### src/rtl/prng_range_sampler.sv
// prng_range_sampler: converts a raw 1..15 LFSR stream into an unbiased value in
// [0, N-1] using rejection sampling followed by iterative modulo reduction.
module prng_range_sampler #(
    parameter int unsigned MAX_TRIES = 8,
    parameter int unsigned CNT_W     = 8
) (
    input  logic       clk,
    input  logic       rst,
    input  logic [3:0] rnd_in,
    input  logic       rnd_valid,
    input  logic       req_valid,
    output logic       req_ready,
    input  logic [3:0] req_range,
    output logic       out_valid,
    input  logic       out_ready,
    output logic [3:0] out_value,
    output logic       out_err
);

    typedef enum logic [1:0] {
        IDLE   = 2'd0,
        SAMPLE = 2'd1,
        REDUCE = 2'd2,
        DONE   = 2'd3
    } state_t;

    state_t             state_q;
    logic [3:0]         n_q;
    logic [3:0]         work_q;
    logic [3:0]         out_value_q;
    logic [CNT_W-1:0]   tries_q;
    logic               req_ready_q;
    logic               out_valid_q;
    logic               out_err_q;

    logic [3:0]         lim_c;
    logic               accept_c;
    logic [CNT_W-1:0]   tries_d;

    // Largest multiple of N that fits in 1..15; samples above it would bias the result.
    always_comb begin
        lim_c = 4'd15;
        case (n_q)
            4'd1:    lim_c = 4'd15;
            4'd2:    lim_c = 4'd14;
            4'd3:    lim_c = 4'd15;
            4'd4:    lim_c = 4'd12;
            4'd5:    lim_c = 4'd15;
            4'd6:    lim_c = 4'd12;
            4'd7:    lim_c = 4'd14;
            4'd8:    lim_c = 4'd8;
            4'd9:    lim_c = 4'd9;
            4'd10:   lim_c = 4'd10;
            4'd11:   lim_c = 4'd11;
            4'd12:   lim_c = 4'd12;
            4'd13:   lim_c = 4'd13;
            4'd14:   lim_c = 4'd14;
            4'd15:   lim_c = 4'd15;
            default: lim_c = 4'd15;
        endcase
    end

    // Zero never comes from the LFSR, so it is treated as an invalid sample.
    assign accept_c = (rnd_in != 4'd0) && (rnd_in <= lim_c);
    assign tries_d  = tries_q + CNT_W'(1);

    // Control FSM with all outputs registered.
    always_ff @(posedge clk) begin
        if (rst) begin
            state_q     <= IDLE;
            n_q         <= 4'd0;
            work_q      <= 4'd0;
            out_value_q <= 4'd0;
            tries_q     <= '0;
            req_ready_q <= 1'b0;
            out_valid_q <= 1'b0;
            out_err_q   <= 1'b0;
        end else begin
            case (state_q)
                IDLE: begin
                    if (req_valid && req_ready_q) begin
                        n_q         <= req_range;
                        tries_q     <= '0;
                        req_ready_q <= 1'b0;
                        if (req_range == 4'd0) begin
                            out_value_q <= 4'd0;
                            out_err_q   <= 1'b1;
                            out_valid_q <= 1'b1;
                            state_q     <= DONE;
                        end else begin
                            state_q <= SAMPLE;
                        end
                    end else begin
                        req_ready_q <= 1'b1;
                    end
                end
                SAMPLE: begin
                    if (rnd_valid) begin
                        if (accept_c) begin
                            work_q  <= rnd_in - 4'd1;
                            state_q <= REDUCE;
                        end else begin
                            tries_q <= tries_d;
                            if (tries_d == CNT_W'(MAX_TRIES)) begin
                                out_value_q <= 4'd0;
                                out_err_q   <= 1'b1;
                                out_valid_q <= 1'b1;
                                state_q     <= DONE;
                            end
                        end
                    end
                end
                REDUCE: begin
                    if (work_q >= n_q) begin
                        work_q <= work_q - n_q;
                    end else begin
                        out_value_q <= work_q;
                        out_err_q   <= 1'b0;
                        out_valid_q <= 1'b1;
                        state_q     <= DONE;
                    end
                end
                DONE: begin
                    if (out_ready) begin
                        out_valid_q <= 1'b0;
                        req_ready_q <= 1'b1;
                        state_q     <= IDLE;
                    end
                end
                default: state_q <= IDLE;
            endcase
        end
    end

    assign req_ready = req_ready_q;
    assign out_valid = out_valid_q;
    assign out_value = out_value_q;
    assign out_err   = out_err_q;

endmodule
### config.mk
export PLATFORM = sky130hd
export DESIGN_NAME = prng_range_sampler
export DESIGN_NICKNAME = d
export VERILOG_FILES = /design/src/rtl/prng_range_sampler.sv
export SDC_FILE = /design/constraint.sdc
export NUM_CORES = 1
export LEC_CHECK = 0
export CAP_MARGIN = 5
export CORE_MARGIN = 1.5
export CORE_UTILIZATION = 45
export DETAILED_ROUTE_END_ITERATION = 6
export GPL_ROUTABILITY_DRIVEN = 0
export PLACE_DENSITY_LB_ADDON = 0.12
export SLEW_MARGIN = 25
export SYNTH_ARGS = -nofsm -noshare
export SYNTH_HDL_FRONTEND = slang
export SYNTH_SLANG_ARGS = --single-unit
### constraint.sdc
create_clock -name clk -period 3.6 [get_ports clk]
set_input_delay 0.9 -clock clk [delete_from_list [all_inputs] [get_ports clk]]
set_output_delay 0.9 -clock clk [all_outputs]
set_load 0.01 [all_outputs]
==> impl_metrics.ini <==
[outcome]
status = completed

[sta]
setup_violations = 0
period_share_pct = 89.8
max-slew-margin-rel_pct = 49.9
setup_tns_ns = 0
clock_skew_ns = 0.00550
worstMarginPinSlew_ns = 0.749
fmax_mhz = 309
min_period_ns = 3.23
whs_ns = 0.485
finalHoldViolCount = 0
rsz0062_at_grt = no
drv_slew = 0

[grt]
grt_pass1_wl_mm = 6.22
grt_pass1_vias = 1393
grt_overflow = 0
grt_max_degree = 22
antenna_found_initial = 0
grtUsageTotal_pct = 18.8

[clocking]
cts_resized = 0
clock_sinks = 28
ctsHtreeMaxLevel = 1
post_cts_buffers = 0
cts-root-buf = clkbuf_8
cts_buffers = 3
cts_buffer_depth = 2
hold_buffers = 0
cts_tree = done
path_clk_slew_ns = 0.09
clock_insertion_delay_worst_skew_ns = 0.27

[pwr]
p_int_mw = 0.586
pwr-share-seq_pct = 41.6
p_leak_nw = 0.826
power_density_mw_per_mm2 = 451
p_switching_mw = 0.322
clock_power_share_pct = 18.6
swShare_pct = 35.4
ir_worst_vdd_uv = 226
totalPowerFinal_mw = 0.908
p_comb_share_pct = 39.8

[route]
num_vias = 1511
met1_length_mm = 1.66
wl_per_cell_um = 13.7
wl_mm = 3.74
route.detailed.drc = 0
detail-route-antenna-nets = 0
routed.top_layer = met4
drtPass1Iterations = 4
wl_met3_um = 178
routed_via_density = 5.53
drt-initial-drc-count = 140
wl_met2_mm = 1.84

[critical_path]
path_cells = clkdlybuf4s50_1 > inv_1 > ha_1 > a31oi_1 > a21oi_1 > o41a_1 > or3_4 > o31ai_1
start_kind = primary input
crit_path_max_incr_delay_ns = 0.55
path_delay_family = compound AO/OA/AOI/OAI gates
rr_startpoint = work_q[0]$_SDFFE_PP0P_
r2r_end = out_value[2]$_SDFFE_PP0P_
crit_fanout = 8
critPathSlowestCell = o41a_1
regToRegSetupSlack_ns = 1.00
crit_path_end_kind = register
critPathBufInv = 2
crit_required_ns = 3.79
critPathArrivalTime_ns = 3.42
worstSetupPathType = in2reg
reg2regPathDepth = 10

[yosys]
synth_cell_type_count = 43
synth_nets = 239
ys_seq_area_share_pct = 32.0
syn_area_per_cell_um2 = 8.34
syn-cell-area_mm2 = 0.00175
synth_top_area_cell = dfxtp_1
yosys_warnings = 0
synth_area_leaders = dfxtp_1 32%, ha_1 11%, mux2i_1 6.3%
synth_cells = 210
netlist.area_leader.share_pct = 32.0
yosys_register_bits = 28

[place]
dp_cells = 270
port_buffers = 19
hpwl_mm = 2.99

[finish]
syn2layout_area_growth_pct = 14.9
layout.cells.non_filler = 273
drive_gt1_share_pct = 4.00
fin_nets = 256
nFillCells = 366
antenna_cells = 0
layout_commonest_cell = dfxtp_1
layout_common_cells = 28 x dfxtp_1, 23 x inv_1, 19 x nand2_1, 19 x clkdlybuf4s50_1, 15 x ha_1

[floorplan]
row_count = 22
die_area_mm2 = 0.00428
io_pins = 20
initial_utilization_pct = 47.5
die_w_um = 65.4
die_y_um = 65.4
coreArea_mm2 = 0.00369

[hold_path]
hp-start = work_q[3]$_SDFFE_PP0P_
hold_path_depth = 2
holdPathEnd = out_value[3]$_SDFFE_PP0P_
min_path_type = reg2reg

[run]
max_cap_viol_count = 0
worst max path at each step:
stage              start                        end  cells after the start
2_1_floorplan  rnd_in[0]  out_value[0]$_SDFFE_PP0P_                      7
3_3_place_gp   rnd_in[0]  out_value[1]$_SDFFE_PP0P_                      8
3_5_place_dp   rnd_in[0]  out_value[2]$_SDFFE_PP0P_                      8
4_1_cts        rnd_in[0]  out_value[2]$_SDFFE_PP0P_                      8
5_1_grt        rnd_in[0]  out_value[0]$_SDFFE_PP0P_                      8
6_report       rnd_in[0]  out_value[2]$_SDFFE_PP0P_                      8
stage by stage:
stage / util [%] / instance area [µm²] / worst slack, ns
finish: 54.6 / 2010 / 0.369
global route: 54.6 / 2010 / 0.179
CTS: 54.6 / 2010 / 0.372
detailed placement: 53.5 / 1970 / 0.0857
global placement: 53.5 / 1970 / 0.150
floorplan: - / 1750 / 0.841
worst min-delay path, stage by stage, from the launching register on:
cell and delay [ns]:
dfxtp_1 0.34, nand2_1 0.06, o31ai_1 0.05
logic make-up after synthesis:
kind of cell / after synthesis / synth area share, %
buffers and inverters: 31 / 7.07
xor gates and xnor gates: 7 / 3.50
DFF: 28 / 32.0
muxes: 11 / 6.29
AOI/OAI and AO/OA: 63 / 24.5
and+or+nand+nor: 54 / 14.8
adders and majority gates: 16 / 11.9
layout make-up:
type,count,area (µm²),share of cell area (%)
Timing Repair Buffer,20,198,9.82
Multi-Input combinational cell,151,1070,53.0
Clock buffer,3,41.3,2.05
Inverter,23,86.3,4.29
Tap cell,48,60.1,2.98
Sequential cell,28,561,27.8
synthesized netlist by cell type:
cell      count
nor2b_1       1
a21o_1        3
nor4_1        1
buf_6         1
o21ai_1       1
and3_4        1
o41ai_1       1
nor3_1        4
mux2i_1      11
o21ai_0      11
or2_2         1
nor2_1       14
o311ai_0      4
o311a_1       1
xnor2_1       4
nand3_1       4
a21bo_2       1
o22ai_1       2
o211ai_1      2
nand2_1      19
dfxtp_1      28
a211o_1       2
a22o_1        1
or4_1         1
o21a_1        3
a41oi_1       1
or3_4         1
xor2_1        3
o211a_1       1
nor3b_1       2
and3_1        4
a21oi_1      13
a22oi_1       1
o41a_1        1
inv_1        23
a31oi_1       5
o31ai_1       6
ha_1         15
o211ai_2      1
clkbuf_1      7
a211oi_1      2
fa_1          1
nand2b_1      1
registers in the layout, summed over array words and instances (netlist names):
name       cells
tries_q        8
n_q            4
out_value      4
work_q         4
lim_c          3
state_q        2
out_err        1
out_valid      1
req_ready      1
power groups by stage:
| stage | clock network [mW] | logic (mW) | registers (mW) |
|---|---|---|---|
| floorplan | 0 | 0.261 | 0.382 |
| global placement | 0 | 0.349 | 0.384 |
| detailed placement | 0 | 0.359 | 0.386 |
| CTS | 0.177 | 0.361 | 0.379 |
| global route | 0.187 | 0.404 | 0.384 |
| finish | 0.169 | 0.362 | 0.378 |
routing by layer:
metal	GRT usage (%)	up-vias
li1	-	779
met1	24.1	699
met2	31.4	27
met3	3.08	6
met4	7.81	0
met5	0	-
Power figures use the tool's default switching activity.
